[config.mk]
export PLATFORM = sky130hd
export DESIGN_NAME = hazard_scoreboard
export DESIGN_NICKNAME = d
export VERILOG_FILES = /design/src/rtl/hazard_defs.sv /design/src/rtl/hazard_md_counter.sv /design/src/rtl/hazard_scoreboard.sv
export SDC_FILE = /design/constraint.sdc
export NUM_CORES = 1
export LEC_CHECK = 0
export CAP_MARGIN = 20
export CORE_MARGIN = 2
export CORE_UTILIZATION = 40
export CTS_CLUSTER_DIAMETER = 150
export DETAILED_ROUTE_END_ITERATION = 10
export PLACE_DENSITY = 0.6
export RECOVER_POWER = 25
export SYNTH_ARGS = -nofsm -noshare
export SYNTH_HDL_FRONTEND = slang
export SYNTH_SLANG_ARGS = --single-unit
[constraint.sdc]
create_clock -name clk -period 3.13 [get_ports clk]
set_clock_uncertainty 0.15 [all_clocks]
set_input_delay 0.313 -clock clk [delete_from_list [all_inputs] [get_ports clk]]
set_output_delay 0.313 -clock clk [all_outputs]
set_load 0.03 [all_outputs]
[src/rtl/hazard_defs.sv]
// Shared constants for the hazard scoreboard: operand-unused marker,
// multiply/divide latencies and the stage numbering behind D.
package hazard_defs;

    localparam int TUSE_NONE = 3;
    localparam int MULT_LAT  = 5;
    localparam int DIV_LAT   = 10;

    localparam int E = 1;
    localparam int M = 2;
    localparam int W = 3;

    function automatic int lat_max(input int a, input int b);
        return (a > b) ? a : b;
    endfunction

endpackage

[src/rtl/hazard_md_counter.sv]
// Multiply/divide occupancy counter: loaded with the op latency, then
// counts down to zero and holds there.
module hazard_md_counter #(
    parameter int MULT_LAT = hazard_defs::MULT_LAT,
    parameter int DIV_LAT  = hazard_defs::DIV_LAT
) (
    input  logic clk,
    input  logic reset,
    input  logic load,
    input  logic is_div,
    output logic busy
);

    localparam int CW = $clog2(hazard_defs::lat_max(MULT_LAT, DIV_LAT) + 1);

    logic [CW-1:0] r_cnt;

    always_ff @(posedge clk) begin
        if (reset) begin
            r_cnt <= '0;
        end else if (load) begin
            r_cnt <= is_div ? CW'(DIV_LAT) : CW'(MULT_LAT);
        end else if (r_cnt != '0) begin
            r_cnt <= r_cnt - CW'(1);
        end
    end

    assign busy = (r_cnt != '0);

endmodule

[src/rtl/hazard_scoreboard.sv]
// Pipeline hazard scoreboard: tracks destination/tnew of the stages behind D,
// produces the stall and forwarding selects combinationally from that state.
module hazard_scoreboard #(
    parameter int NSTAGE   = hazard_defs::W,
    parameter int TW       = 3,
    parameter int MULT_LAT = hazard_defs::MULT_LAT,
    parameter int DIV_LAT  = hazard_defs::DIV_LAT
) (
    input  logic                           clk,
    input  logic                           reset,
    input  logic [4:0]                     d_rs,
    input  logic [4:0]                     d_rt,
    input  logic [TW-1:0]                  d_tuse_rs,
    input  logic [TW-1:0]                  d_tuse_rt,
    input  logic [4:0]                     d_a3,
    input  logic [TW-1:0]                  d_tnew,
    input  logic                           d_md_start,
    input  logic                           d_md_div,
    input  logic                           d_md_use,
    output logic                           stall,
    output logic [$clog2(NSTAGE+1)-1:0]    fwd_rs,
    output logic [$clog2(NSTAGE+1)-1:0]    fwd_rt,
    output logic                           md_busy
);

    localparam int FW = $clog2(NSTAGE + 1);
    localparam int SE = hazard_defs::E;

    logic [4:0]    r_a3   [1:NSTAGE];
    logic [TW-1:0] r_tnew [1:NSTAGE];
    logic          r_md   [1:NSTAGE];
    logic          r_md_div;

    logic          w_hit_rs;
    logic          w_hit_rt;
    logic [FW-1:0] w_stage_rs;
    logic [FW-1:0] w_stage_rt;
    logic [TW-1:0] w_tnew_rs;
    logic [TW-1:0] w_tnew_rt;
    logic          w_stall_rs;
    logic          w_stall_rt;
    logic          w_md_stall;
    logic          w_cnt_busy;

    // Scan oldest to youngest so the youngest match overwrites the rest.
    always_comb begin
        w_hit_rs   = 1'b0;
        w_hit_rt   = 1'b0;
        w_stage_rs = '0;
        w_stage_rt = '0;
        w_tnew_rs  = '0;
        w_tnew_rt  = '0;
        for (int k = NSTAGE; k >= 1; k--) begin
            if (d_rs != 5'd0 && r_a3[k] == d_rs) begin
                w_hit_rs   = 1'b1;
                w_stage_rs = FW'(k);
                w_tnew_rs  = r_tnew[k];
            end
            if (d_rt != 5'd0 && r_a3[k] == d_rt) begin
                w_hit_rt   = 1'b1;
                w_stage_rt = FW'(k);
                w_tnew_rt  = r_tnew[k];
            end
        end
    end

    assign w_stall_rs = w_hit_rs && (w_tnew_rs > d_tuse_rs);
    assign w_stall_rt = w_hit_rt && (w_tnew_rt > d_tuse_rt);
    assign w_md_stall = d_md_use && md_busy;

    assign stall   = w_stall_rs || w_stall_rt || w_md_stall;
    assign fwd_rs  = (w_hit_rs && w_tnew_rs == '0) ? w_stage_rs : '0;
    assign fwd_rt  = (w_hit_rt && w_tnew_rt == '0) ? w_stage_rt : '0;
    assign md_busy = w_cnt_busy || r_md[SE];

    always_ff @(posedge clk) begin
        if (reset) begin
            for (int k = 1; k <= NSTAGE; k++) begin
                r_a3[k]   <= '0;
                r_tnew[k] <= '0;
                r_md[k]   <= 1'b0;
            end
            r_md_div <= 1'b0;
        end else begin
            if (stall) begin
                r_a3[SE]   <= '0;
                r_tnew[SE] <= '0;
                r_md[SE]   <= 1'b0;
                r_md_div   <= 1'b0;
            end else begin
                r_a3[SE]   <= d_a3;
                r_tnew[SE] <= d_tnew;
                r_md[SE]   <= d_md_start;
                r_md_div   <= d_md_div;
            end
            for (int k = 2; k <= NSTAGE; k++) begin
                r_a3[k]   <= r_a3[k-1];
                r_tnew[k] <= (r_tnew[k-1] == '0) ? '0 : r_tnew[k-1] - TW'(1);
                r_md[k]   <= r_md[k-1];
            end
        end
    end

    // The counter starts while the mult/div sits in E; r_md[E] covers that cycle.
    hazard_md_counter #(
        .MULT_LAT (MULT_LAT),
        .DIV_LAT  (DIV_LAT)
    ) u_md_counter (
        .clk    (clk),
        .reset  (reset),
        .load   (r_md[SE]),
        .is_div (r_md_div),
        .busy   (w_cnt_busy)
    );

endmodule

==> impl_metrics.toml <==
[sta]
tns_ns = -0.219
fmax_mhz = 306
period_needed_ns = 3.27
setup_viol = 9
layout_setup_ws_ns = -0.143
drv_slew = 0
slew_headroom_pct = 45.2
rsz0062_at_grt = "yes"
finalHoldViolations = 0
whs_ns = 0.318
worst_pin_slew_ns = 0.823
post-route-period-util_pct = 105

[worst_hold_path]
min_to = "r_tnew[0][9]"
min_path_cells = 1
hold_start = "r_tnew[0][6]"
hold_path.class = "reg -> reg"

[floorplanning]
dieWidth_um = 74.5
core_area_mm2 = 0.00475
io_pins = 35
rows = 25
start_util_pct = 41.8
die_y_um = 74.5
die-area_mm2 = 0.00555

[routing]
drt_wl_total_um = 4910
drt_iter0_markers = 32
vias = 1729
drc_errors = 0
vias_per_cell = 4.65
dr.pass1.iters = 4
ant_nets = 0
wl_per_cell_um = 13.2

[placed_design]
io_buffers = 34
dp.cells = 356
place_area_mm2 = 0.00274
gp_congestion = 0.829
dp_hpwl_um = 3710

[final_layout]
layout-drive-gt1-share_pct = 32.5
synthToLayoutAreaGrowth_pct = 51.5
final_cell_count_no_fill = 372
final_area_mm2 = 0.00301
n_antenna_cell = 0
fin_nets = 346

[worst_setup_path]
worstReg2RegEnd = "r_md[1]"
critPathRequiredTime_ns = 2.67
worstReg2RegStart = "r_a3[0][6]"
path_max_fanout = 5
rrSetupSlack_ns = -0.02
crit_type = "reg -> out"
crit_path_end_kind = "primary output"
cp.arrival_ns = 2.81
rr_worst_depth = 13
cp-start-kind = "flop"

[clock_network]
clock_path_buffers = 2
cts-root-buf = "clkbuf_8"
clk_pin_slew_ns = 0.06
cts_max_level = 2
clock_latency_ns = 0.28
tritoncts = "done"
cts_made_buffers = 5
clock-sinks = 30

[logic_synthesis]
synth_edf_count = 9
synthCells = 207
synth_seq_area_share_pct = 34.8
synthTopCellsByArea = "dfxtp_1 (21%), edfxtp_1 (14%), xnor2_1 (8.4%)"
async_flop_share_pct = 0
ys_seq_elements = 30
yosysWarningCount = 0
synth_top_area_share_pct = 21.2
synthDistinctLibCells = 44
ys.flop_type = "dfxtp_1"
avgSynthCellArea_um2 = 9.60
synth_largest_area_cell = "dfxtp_1"
synth_area_mm2 = 0.00199

[global_routing]
grt.overflow.total = 0
grt_pass1_vias = 1763
grt_use_total_pct = 19.6
grt_antenna_before_repair = 0
grt_pass1_wl_um = 8190
grt_max_degree = 16

[power_and_ir_drop]
leakagePower_uw = 0.00127
power_density_mw_per_mm2 = 365
vdd_drop_max_uv = 239

[job]
drv_cap = 0

[outcome]
status = "finished with violations"
violations = "setup timing"
layout make-up:
cell class / count / area (um^2)
multi-input combinational: 165 / 1360
clock buffer: 6 / 72.6
timing repair buffer: 87 / 741
fill: 423 / 1740
sequential: 30 / 691
clock inverter: 1 / 3.75
tap: 67 / 83.8
inverter: 16 / 60.1
report_power, final:
part	switching [uW]	internal (uW)
sequential	27.8	435
combinational	171	182
clock	134	149
total	332	766
per-stage QoR:
stage / power, uW / utilization (%) / worst slack, ns
after floorplan: 658 / - / 0.199
after global placement: 786 / 57.6 / -0.935
after detailed placement: 789 / 57.6 / -0.962
after CTS: 1080 / 60.8 / -0.208
after global routing: 1160 / 63.3 / -0.312
final: 1100 / 63.3 / -0.143
critical path, cell delays in order (launching register included):
cell and delay [ns]:
edfxtp_1 0.48, xor2_2 0.22, nor4_4 0.41, mux2i_1 0.29, o21ai_2 0.10, ha_1 0.30
nor2b_4 0.14, o21ai_2 0.06, a32oi_2 0.17, o31ai_2 0.12, nand3_2 0.10, buf_6 0.13
sequential cells by signal (all words and copies together) (netlist names):
| name | cells |
|---|---|
| r_a3 | 15 |
| r_tnew | 9 |
| u_md_counter.r_cnt | 4 |
| r_md | 1 |
| r_md_div | 1 |
cells in the final DEF (no fill, tap or decap), drive strengths merged, types with 2 or more instances in the layout:
cell	n
ha	12
clkdlybuf4s50	18
nand2b	4
a211oi	4
nor3b	11
nand2	8
nand3	6
o21ai	6
nor2	19
a221oi	2
o31ai	2
edfxtp	9
and3	2
dfxtp	21
conb	9
a21oi	4
and2	2
mux2i	5
inv	16
a21o	2
buf	57
xor2	13
nor3	4
nor4	8
xnor2	19
nor2b	12
a31oi	2
clkbuf	7
dlygate4sd2	10
how the worst max path moves through the flow:
| stage | from | endpoint | slack [ns] | cells after the start |
|---|---|---|---|---|
| floorplan | d_rt[1] | r_a3[0][5] | 0.20 | 13 |
| global placement | d_rt[1] | stall | -0.93 | 13 |
| detailed placement | d_rt[1] | stall | -0.96 | 13 |
| CTS | r_a3[0][5] | stall | -0.21 | 12 |
| global route | r_a3[0][6] | stall | -0.31 | 11 |
| finish | r_a3[0][6] | stall | -0.14 | 11 |
routing by layer:
layer	vias to the layer above	share of wire, %	track usage (%)
met5	-	0	0
met4	0	0.94	6.15
met3	5	4.4	3.79
met1	787	48	27.3
met2	33	46	30.6
li1	904	-	-
cell families after synthesis:
kind of cell	after synthesis	synth area share, %
and+or+nand+nor	79	26.1
xor gates and xnor gates	32	14.1
DFF	30	34.8
AOI/OAI and AO/OA	28	10.6
buffers and inverters	20	4.16
adders and majority gates	12	7.56
muxes	5	2.52
other	1	0.189
cell usage after synthesis, types with 2 or more instances:
cell type / number
nor3b_1: 2
nor3b_2: 9
dfxtp_1: 21
nor2_1: 18
xnor2_1: 19
a21oi_1: 4
o21ai_1: 3
a221oi_1: 2
edfxtp_1: 9
nand3_1: 6
mux2i_1: 5
a211oi_1: 3
nor4_1: 6
nand2_1: 8
clkbuf_1: 2
and2_1: 2
nor2b_1: 12
ha_1: 12
o21ai_0: 3
xor2_1: 13
o31ai_2: 2
nand2b_1: 3
a31oi_1: 2
inv_1: 16
and3_1: 2
a21o_1: 2
nor3_1: 4
what timing repair did:
| action | in CTS | in global routing |
|---|---|---|
| pin swaps | 10 | 17 |
| setup endpoints to repair | 13 | 13 |
| setup buffers | 7 | 5 |
| resized for setup | 24 | 20 |
| hold buffers | 0 | 0 |
No activity file was read; power rests on OpenSTA's default activity.
